<file path="src/rtl/fifo_wr_arbiter_if.sv">
// ---------------------------------------------------------------------------
// fifo_wr_arbiter_if
// Bundles the producer-side request bus and the FIFO write port that the
// round-robin FIFO write arbiter sits between.
//
//   req         producers -> arbiter   per-producer request
//   req_data    producers -> arbiter   producer i word on [i*DATA_WIDTH +: DATA_WIDTH]
//   ack         arbiter -> producers   one-hot, word of producer i written this cycle
//   fifo_full   FIFO -> arbiter        FIFO full flag
//   fifo_w_en   arbiter -> FIFO        write enable
//   fifo_wdata  arbiter -> FIFO        write data (zero when fifo_w_en is low)
//   grant_valid arbiter -> observers   an owner is currently granted
//   grant_id    arbiter -> observers   index of the current owner
//
// Modports: master = arbiter side, slave = environment (producers + FIFO).
// ---------------------------------------------------------------------------
interface fifo_wr_arbiter_if #(
  parameter int unsigned NUM_REQ    = 4,
  parameter int unsigned ID_WIDTH   = 2,
  parameter int unsigned DATA_WIDTH = 4
);
  logic [NUM_REQ-1:0]            req;
  logic [NUM_REQ*DATA_WIDTH-1:0] req_data;
  logic [NUM_REQ-1:0]            ack;
  logic                          fifo_full;
  logic                          fifo_w_en;
  logic [DATA_WIDTH-1:0]         fifo_wdata;
  logic                          grant_valid;
  logic [ID_WIDTH-1:0]           grant_id;

  modport master (
    input  req, req_data, fifo_full,
    output ack, fifo_w_en, fifo_wdata, grant_valid, grant_id
  );

  modport slave (
    output req, req_data, fifo_full,
    input  ack, fifo_w_en, fifo_wdata, grant_valid, grant_id
  );
endinterface

</file>
<file path="src/rtl/fifo_wr_arbiter.sv">
// ---------------------------------------------------------------------------
// fifo_wr_arbiter
// Round-robin arbiter sharing one synchronous FIFO write port among up to
// NUM_REQ producers. The write path (fifo_w_en, fifo_wdata, ack) is
// combinational from the registered owner and the live req/fifo_full, so a
// word is only ever acked in the same cycle it is written into the FIFO.
//
// Ports:
//   clk  rising-edge clock
//   rst  asynchronous reset, active-high
//   bus  fifo_wr_arbiter_if.master (req, req_data, fifo_full in;
//        ack, fifo_w_en, fifo_wdata, grant_valid, grant_id out)
//
// Configuration macro: FIFO_ARB_BURST_EN
//   defined   - an owner keeps the port for up to BURST_LEN words
//   undefined - ownership rotates after every word, BURST_LEN is ignored
// ---------------------------------------------------------------------------
module fifo_wr_arbiter #(
  parameter int unsigned NUM_REQ    = 4,
  parameter int unsigned ID_WIDTH   = 2,
  parameter int unsigned DATA_WIDTH = 4,
  parameter int unsigned BURST_LEN  = 4
) (
  input  logic               clk,
  input  logic               rst,
  fifo_wr_arbiter_if.master  bus
);

  // req widened to every value grant_id can encode so owner indexes it exactly
  localparam int unsigned NSLOT = 2**ID_WIDTH;

  typedef enum logic {
    S_IDLE,
    S_GRANT
  } state_t;

  state_t               state;
  logic [ID_WIDTH-1:0]  owner;
  logic [ID_WIDTH-1:0]  last;

`ifdef FIFO_ARB_BURST_EN
  localparam int unsigned CNT_W = (BURST_LEN > 1) ? $clog2(BURST_LEN) : 1;
  logic [CNT_W-1:0]     burst_cnt;
  logic                 burst_last;
`endif

  logic [NSLOT-1:0]      req_ext;
  logic                  owner_req;
  logic                  xfer;
  logic                  release_now;
  logic                  pick_idle_vld;
  logic [ID_WIDTH-1:0]   pick_idle;
  logic                  pick_rel_vld;
  logic [ID_WIDTH-1:0]   pick_rel;
  logic [DATA_WIDTH-1:0] owner_data;
  logic [NUM_REQ-1:0]    ack_vec;

  // First requester at or after 'start' (mod NUM_REQ). MSB of result = found.
  function automatic logic [ID_WIDTH:0] rr_pick(
    input logic [NSLOT-1:0] r,
    input int unsigned      start
  );
    logic [ID_WIDTH:0]   res;
    logic [ID_WIDTH-1:0] idx;
    res = '0;
    for (int unsigned k = 0; k < NUM_REQ; k++) begin
      idx = ID_WIDTH'((start + k) % NUM_REQ);
      if (!res[ID_WIDTH] && r[idx]) begin
        res = {1'b1, idx};
      end
    end
    return res;
  endfunction

  assign req_ext   = NSLOT'(bus.req);
  assign owner_req = req_ext[owner];

  // Searching from last+1 (IDLE) or owner+1 (release) puts the previous owner
  // at the end of the scan, so it wins again only as the sole requester.
  assign {pick_idle_vld, pick_idle} = rr_pick(req_ext, 32'(last) + 32'd1);
  assign {pick_rel_vld,  pick_rel}  = rr_pick(req_ext, 32'(owner) + 32'd1);

  assign xfer = (state == S_GRANT) && owner_req && !bus.fifo_full;

`ifdef FIFO_ARB_BURST_EN
  assign burst_last  = (burst_cnt == CNT_W'(BURST_LEN - 1));
  assign release_now = (state == S_GRANT) && ((xfer && burst_last) || !owner_req);
`else
  assign release_now = (state == S_GRANT) && (xfer || !owner_req);
`endif

  always_comb begin
    owner_data = '0;
    ack_vec    = '0;
    for (int unsigned i = 0; i < NUM_REQ; i++) begin
      if (owner == ID_WIDTH'(i)) begin
        owner_data = bus.req_data[i*DATA_WIDTH +: DATA_WIDTH];
        ack_vec[i] = xfer;
      end
    end
  end

  assign bus.fifo_w_en   = xfer;
  assign bus.fifo_wdata  = xfer ? owner_data : '0;
  assign bus.ack         = ack_vec;
  assign bus.grant_valid = (state == S_GRANT);
  assign bus.grant_id    = owner;

  always_ff @(posedge clk or posedge rst) begin
    if (rst) begin
      state <= S_IDLE;
      owner <= '0;
      last  <= ID_WIDTH'(NUM_REQ - 1);
`ifdef FIFO_ARB_BURST_EN
      burst_cnt <= '0;
`endif
    end else begin
      case (state)
        S_IDLE: begin
          if (pick_idle_vld) begin
            owner <= pick_idle;
            state <= S_GRANT;
`ifdef FIFO_ARB_BURST_EN
            burst_cnt <= '0;
`endif
          end
        end
        S_GRANT: begin
          if (release_now) begin
            last <= owner;
`ifdef FIFO_ARB_BURST_EN
            burst_cnt <= '0;
`endif
            if (pick_rel_vld) begin
              owner <= pick_rel;
            end else begin
              state <= S_IDLE;
            end
          end
`ifdef FIFO_ARB_BURST_EN
          else if (xfer) begin
            burst_cnt <= burst_cnt + 1'b1;
          end
`endif
        end
        default: state <= S_IDLE;
      endcase
    end
  end

endmodule

</file>
<file path="src/flat_wrapper.sv">
// flat-port wrapper written by rule: the top's interface ports become plain ports
module fifo_wr_arbiter_flat 
#(
  parameter int unsigned NUM_REQ    = 4,
  parameter int unsigned ID_WIDTH   = 2,
  parameter int unsigned DATA_WIDTH = 4,
  parameter int unsigned BURST_LEN  = 4
)
  (clk, rst, bus_req, bus_req_data, bus_fifo_full, bus_ack, bus_fifo_w_en, bus_fifo_wdata, bus_grant_valid, bus_grant_id);
  fifo_wr_arbiter_if #(.NUM_REQ(NUM_REQ), .ID_WIDTH(ID_WIDTH), .DATA_WIDTH(DATA_WIDTH)) bus_i ();
  input  logic clk;
  input  logic rst;
  input wire logic [$bits(bus_i.req)-1:0] bus_req;
  input wire logic [$bits(bus_i.req_data)-1:0] bus_req_data;
  input wire logic [$bits(bus_i.fifo_full)-1:0] bus_fifo_full;
  output wire logic [$bits(bus_i.ack)-1:0] bus_ack;
  output wire logic [$bits(bus_i.fifo_w_en)-1:0] bus_fifo_w_en;
  output wire logic [$bits(bus_i.fifo_wdata)-1:0] bus_fifo_wdata;
  output wire logic [$bits(bus_i.grant_valid)-1:0] bus_grant_valid;
  output wire logic [$bits(bus_i.grant_id)-1:0] bus_grant_id;
  assign bus_i.req = bus_req;
  assign bus_i.req_data = bus_req_data;
  assign bus_i.fifo_full = bus_fifo_full;
  assign bus_ack = bus_i.ack;
  assign bus_fifo_w_en = bus_i.fifo_w_en;
  assign bus_fifo_wdata = bus_i.fifo_wdata;
  assign bus_grant_valid = bus_i.grant_valid;
  assign bus_grant_id = bus_i.grant_id;
  fifo_wr_arbiter #(.NUM_REQ(NUM_REQ), .ID_WIDTH(ID_WIDTH), .DATA_WIDTH(DATA_WIDTH), .BURST_LEN(BURST_LEN)) u_core (.clk(clk), .rst(rst), .bus(bus_i));
endmodule
</file>
<file path="config.mk">
export PLATFORM = sky130hd
export DESIGN_NAME = fifo_wr_arbiter_flat
export DESIGN_NICKNAME = d
export VERILOG_FILES = /design/src/rtl/fifo_wr_arbiter_if.sv /design/src/rtl/fifo_wr_arbiter.sv /design/src/flat_wrapper.sv
export SDC_FILE = /design/constraint.sdc
export NUM_CORES = 1
export LEC_CHECK = 0
export CAP_MARGIN = 20
export CORE_MARGIN = 1.5
export CORE_UTILIZATION = 34
export DETAILED_ROUTE_END_ITERATION = 10
export GPL_TIMING_DRIVEN = 0
export PLACE_DENSITY = 0.73
export SYNTH_ARGS = -nofsm -noshare
export SYNTH_HDL_FRONTEND = slang
export SYNTH_SLANG_ARGS = --single-unit
</file>
<file path="constraint.sdc">
create_clock -name clk -period 1.6 [get_ports clk]
set_input_delay 0.32 -clock clk [delete_from_list [all_inputs] [get_ports clk]]
set_output_delay 0.32 -clock clk [all_outputs]
set_load 0.01 [all_outputs]
</file>
==> qor.yml <==
fin_cells: 154
synth-seq-area-share_pct: 20.2
grt_pass1_vias: 704
die_y_um: 46.1
period_minus_slack_ns: 2.02
overflow: 0
synth_top_cell_by_area: "dfrtp_1"
grtUsageTotal_pct: 19.5
synth.top_cell.area_share_pct: 11.9
final_nets: 157
via_per_inst: 5.31
violations: "negative setup slack"
die_area_sq_um: 2120
total_power_mw: 1.94
setup_viol: 13
cp_top_family: "multiplexers"
synth_top_family_by_area: "simple AND/OR/NAND/NOR gates"
ant_nets: 0
dpl_cell_area_sq_um: 1020
finalCoreUtilization_pct: 70.0
synth_compound_area_share_pct: 28.2
cp.required_ns: 1.28
wl_per_cell_um: 13.1
io_pins: 35
cts_tree: "built"
timing.final.crit_share_pct: 126
final_cell_mix: "clkdlybuf4s50_1 (18), buf_6 (10), nand2_1 (8)"
crit_fanout: 6
rsz0062_at_grt: "true"
synth_fa_ha_area_share_pct: 7.94
antenna_found_initial: 0
core_sq_um: 1730
synthFlopType: "dfrtp_1"
dp_cells: 143
finalWirelength_um: 2010
cpPeakStageDelay_ns: 0.58
io_buffers: 33
synth_edf_count: 0
finClkSkew_ns: 0.000416
clock_latency_ns: 0.24
ys_ff_latch: 5
clk_path_buf_depth: 2
path_cells: "mux4_2 -> nand3_4 -> inv_4 -> and2_1 -> buf_2"
htreeDepth: 1
yosys.area_share.simple_pct: 33.1
async_flop_share_pct: 100
seqPwrFrac_pct: 15.3
areaGrowthSynthToFinish_pct: 91.7
synthCells: 85
comb_power_share_pct: 77.2
drv_slew: 0
maxCapViolations: 0
hpwl_um: 1400
first_pass_iters: 4
start_kind: "flip-flop"
synth_nets: 112
setup_tns_ns: -4.04
drcViolationCount: 0
slew_headroom_pct: 78.5
die_w_um: 46.1
cp-end-kind: "output port"
grt_pass1_wl_um: 3020
p_leak_nw: 0.493
cts_root_buf: "clkbuf_4"
clkPwrFrac_pct: 7.6
holdWs_ns: 0.267
cts_buffers: 3
internal_power_mw: 1.10
drtIter0Drc: 29
hold_viol_final: 0
mostFrequentLayoutCell: "clkdlybuf4s50_1"
grt_max_degree: 10
syn-cell-area_sq_um: 631
rows: 15
setup_ws_ns: -0.417
fill_cells: 142
ys_types: 32
ir_drop_mv: 0.924
yosysWarningCount: 0
worst_pin_slew_ns: 0.323
synth.area.mux_share_pct: 5.16
finalInstanceArea_sq_um: 1210
arrival_ns: 1.70
worstSetupPathType: "reg2out"
drive_above_1_share_pct: 41.9
power_density_nw_per_um2: 1610
avgSynthCellArea_sq_um: 7.42
num_antenna_cells: 0
gp_congestion: 0.830
synth.area.top_cells: "dfrtp_1 (12%), dfstp_2 (8.3%), ha_1 (7.9%), nand2_1 (6.5%), nor2b_1 (6.0%)"
num_vias: 818
hold_buffers: 0
switching_share_pct: 43.5
clock_sinks: 5
status: "complete, but fails checks"
worst_path_max_delay_cell: "mux4_2"
dp_slack_ns: -0.967
cp_num_buf_inv: 2
hold_path.class: "in2async"
start_util_pct: 36.5
synthXorXnorAreaFrac_pct: 0
p_switching_mw: 0.845
fmax_ghz: 0.496
clk_pin_slew_ns: 0.04
[power groups by stage]
stage / combinational [mW] / clock, mW / sequential, mW
after global routing: 1.63 / 0.157 / 0.310
final: 1.50 / 0.147 / 0.296
after detailed placement: 1.08 / 0 / 0.304
after floorplan: 0.736 / 0 / 0.288
after CTS: 1.33 / 0.151 / 0.298
after global placement: 1.08 / 0 / 0.303
[worst register-to-register path: stages, from the launching register on]
cell and delay [ns]:
dfrtp_2 0.44, mux4_2 0.58, buf_6 0.14, buf_6 0.11, nand2_4 0.07, nand2_4 0.05, a211oi_2 0.23, a311oi_2 0.06
[per-layer routing]
metal | wire length (um) | vias to the layer above | share of wire [%] | global-route usage, %
met5 | 0 | - | 0 | 0
met2 | 1010 | 37 | 50 | 35.0
met1 | 849 | 379 | 42 | 22.9
met4 | 22 | 0 | 1.1 | 6.29
met3 | 127 | 4 | 6.3 | 3.53
li1 | - | 398 | - | -
[final cells by class]
cell class | instances | area, sq um | area share [%]
Multi-Input combinational cell | 73 | 602 | 49.8
Timing Repair Buffer | 40 | 377 | 31.2
Sequential cell | 5 | 131 | 10.9
Tap cell | 25 | 31.3 | 2.59
Clock buffer | 4 | 26.3 | 2.17
Inverter | 5 | 26.3 | 2.17
Buffer | 2 | 15.0 | 1.24
[timing repair]
action | CTS | global route
resized for setup | 68 | 15
setup buffers | 5 | 3
pin swaps | 3 | 8
endpoints found under the setup margin | 15 | 13
[logic make-up after synthesis]
| group | count (synthesis) |
|---|---|
| and+or+nand+nor | 41 |
| AOI/OAI and AO/OA | 26 |
| buffers and inverters | 7 |
| DFF | 5 |
| adders and majority gates | 4 |
| muxes | 2 |
[Yosys cell counts, drive strengths merged (2+ instances only)]
| cell type | instances |
|---|---|
| buf | 2 |
| o31ai | 2 |
| inv | 5 |
| a21oi | 6 |
| nand3 | 3 |
| o211ai | 2 |
| nor3 | 4 |
| ha | 4 |
| and2 | 5 |
| nand2 | 12 |
| nor2 | 6 |
| dfrtp | 3 |
| nand2b | 2 |
| a221oi | 3 |
| dfstp | 2 |
| nor2b | 6 |
| o21ai | 6 |
[registers in the layout, summed over array words and instances, names as in the netlist]
register	cells
u_core.bus.grant_valid	1
u_core.last	2
u_core.bus.grant_id	2
[final timing paths]
path,endpoint,start,slack (ns),depth (start not counted)
max reg2reg,u_core.bus.grant_id[0],u_core.bus.grant_id[1],-0.23,7
min reg2reg,u_core.last[0],u_core.last[0],0.48,2
min in group clk,u_core.bus.grant_id[1],bus_req[1],0.45,4
min,u_core.bus.grant_id[0],rst,0.27,2
max,bus_ack[3],u_core.bus.grant_id[1],-0.42,5
max in group asynchronous,u_core.last[0],rst,1.10,2
Power figures use the tool's default switching activity.
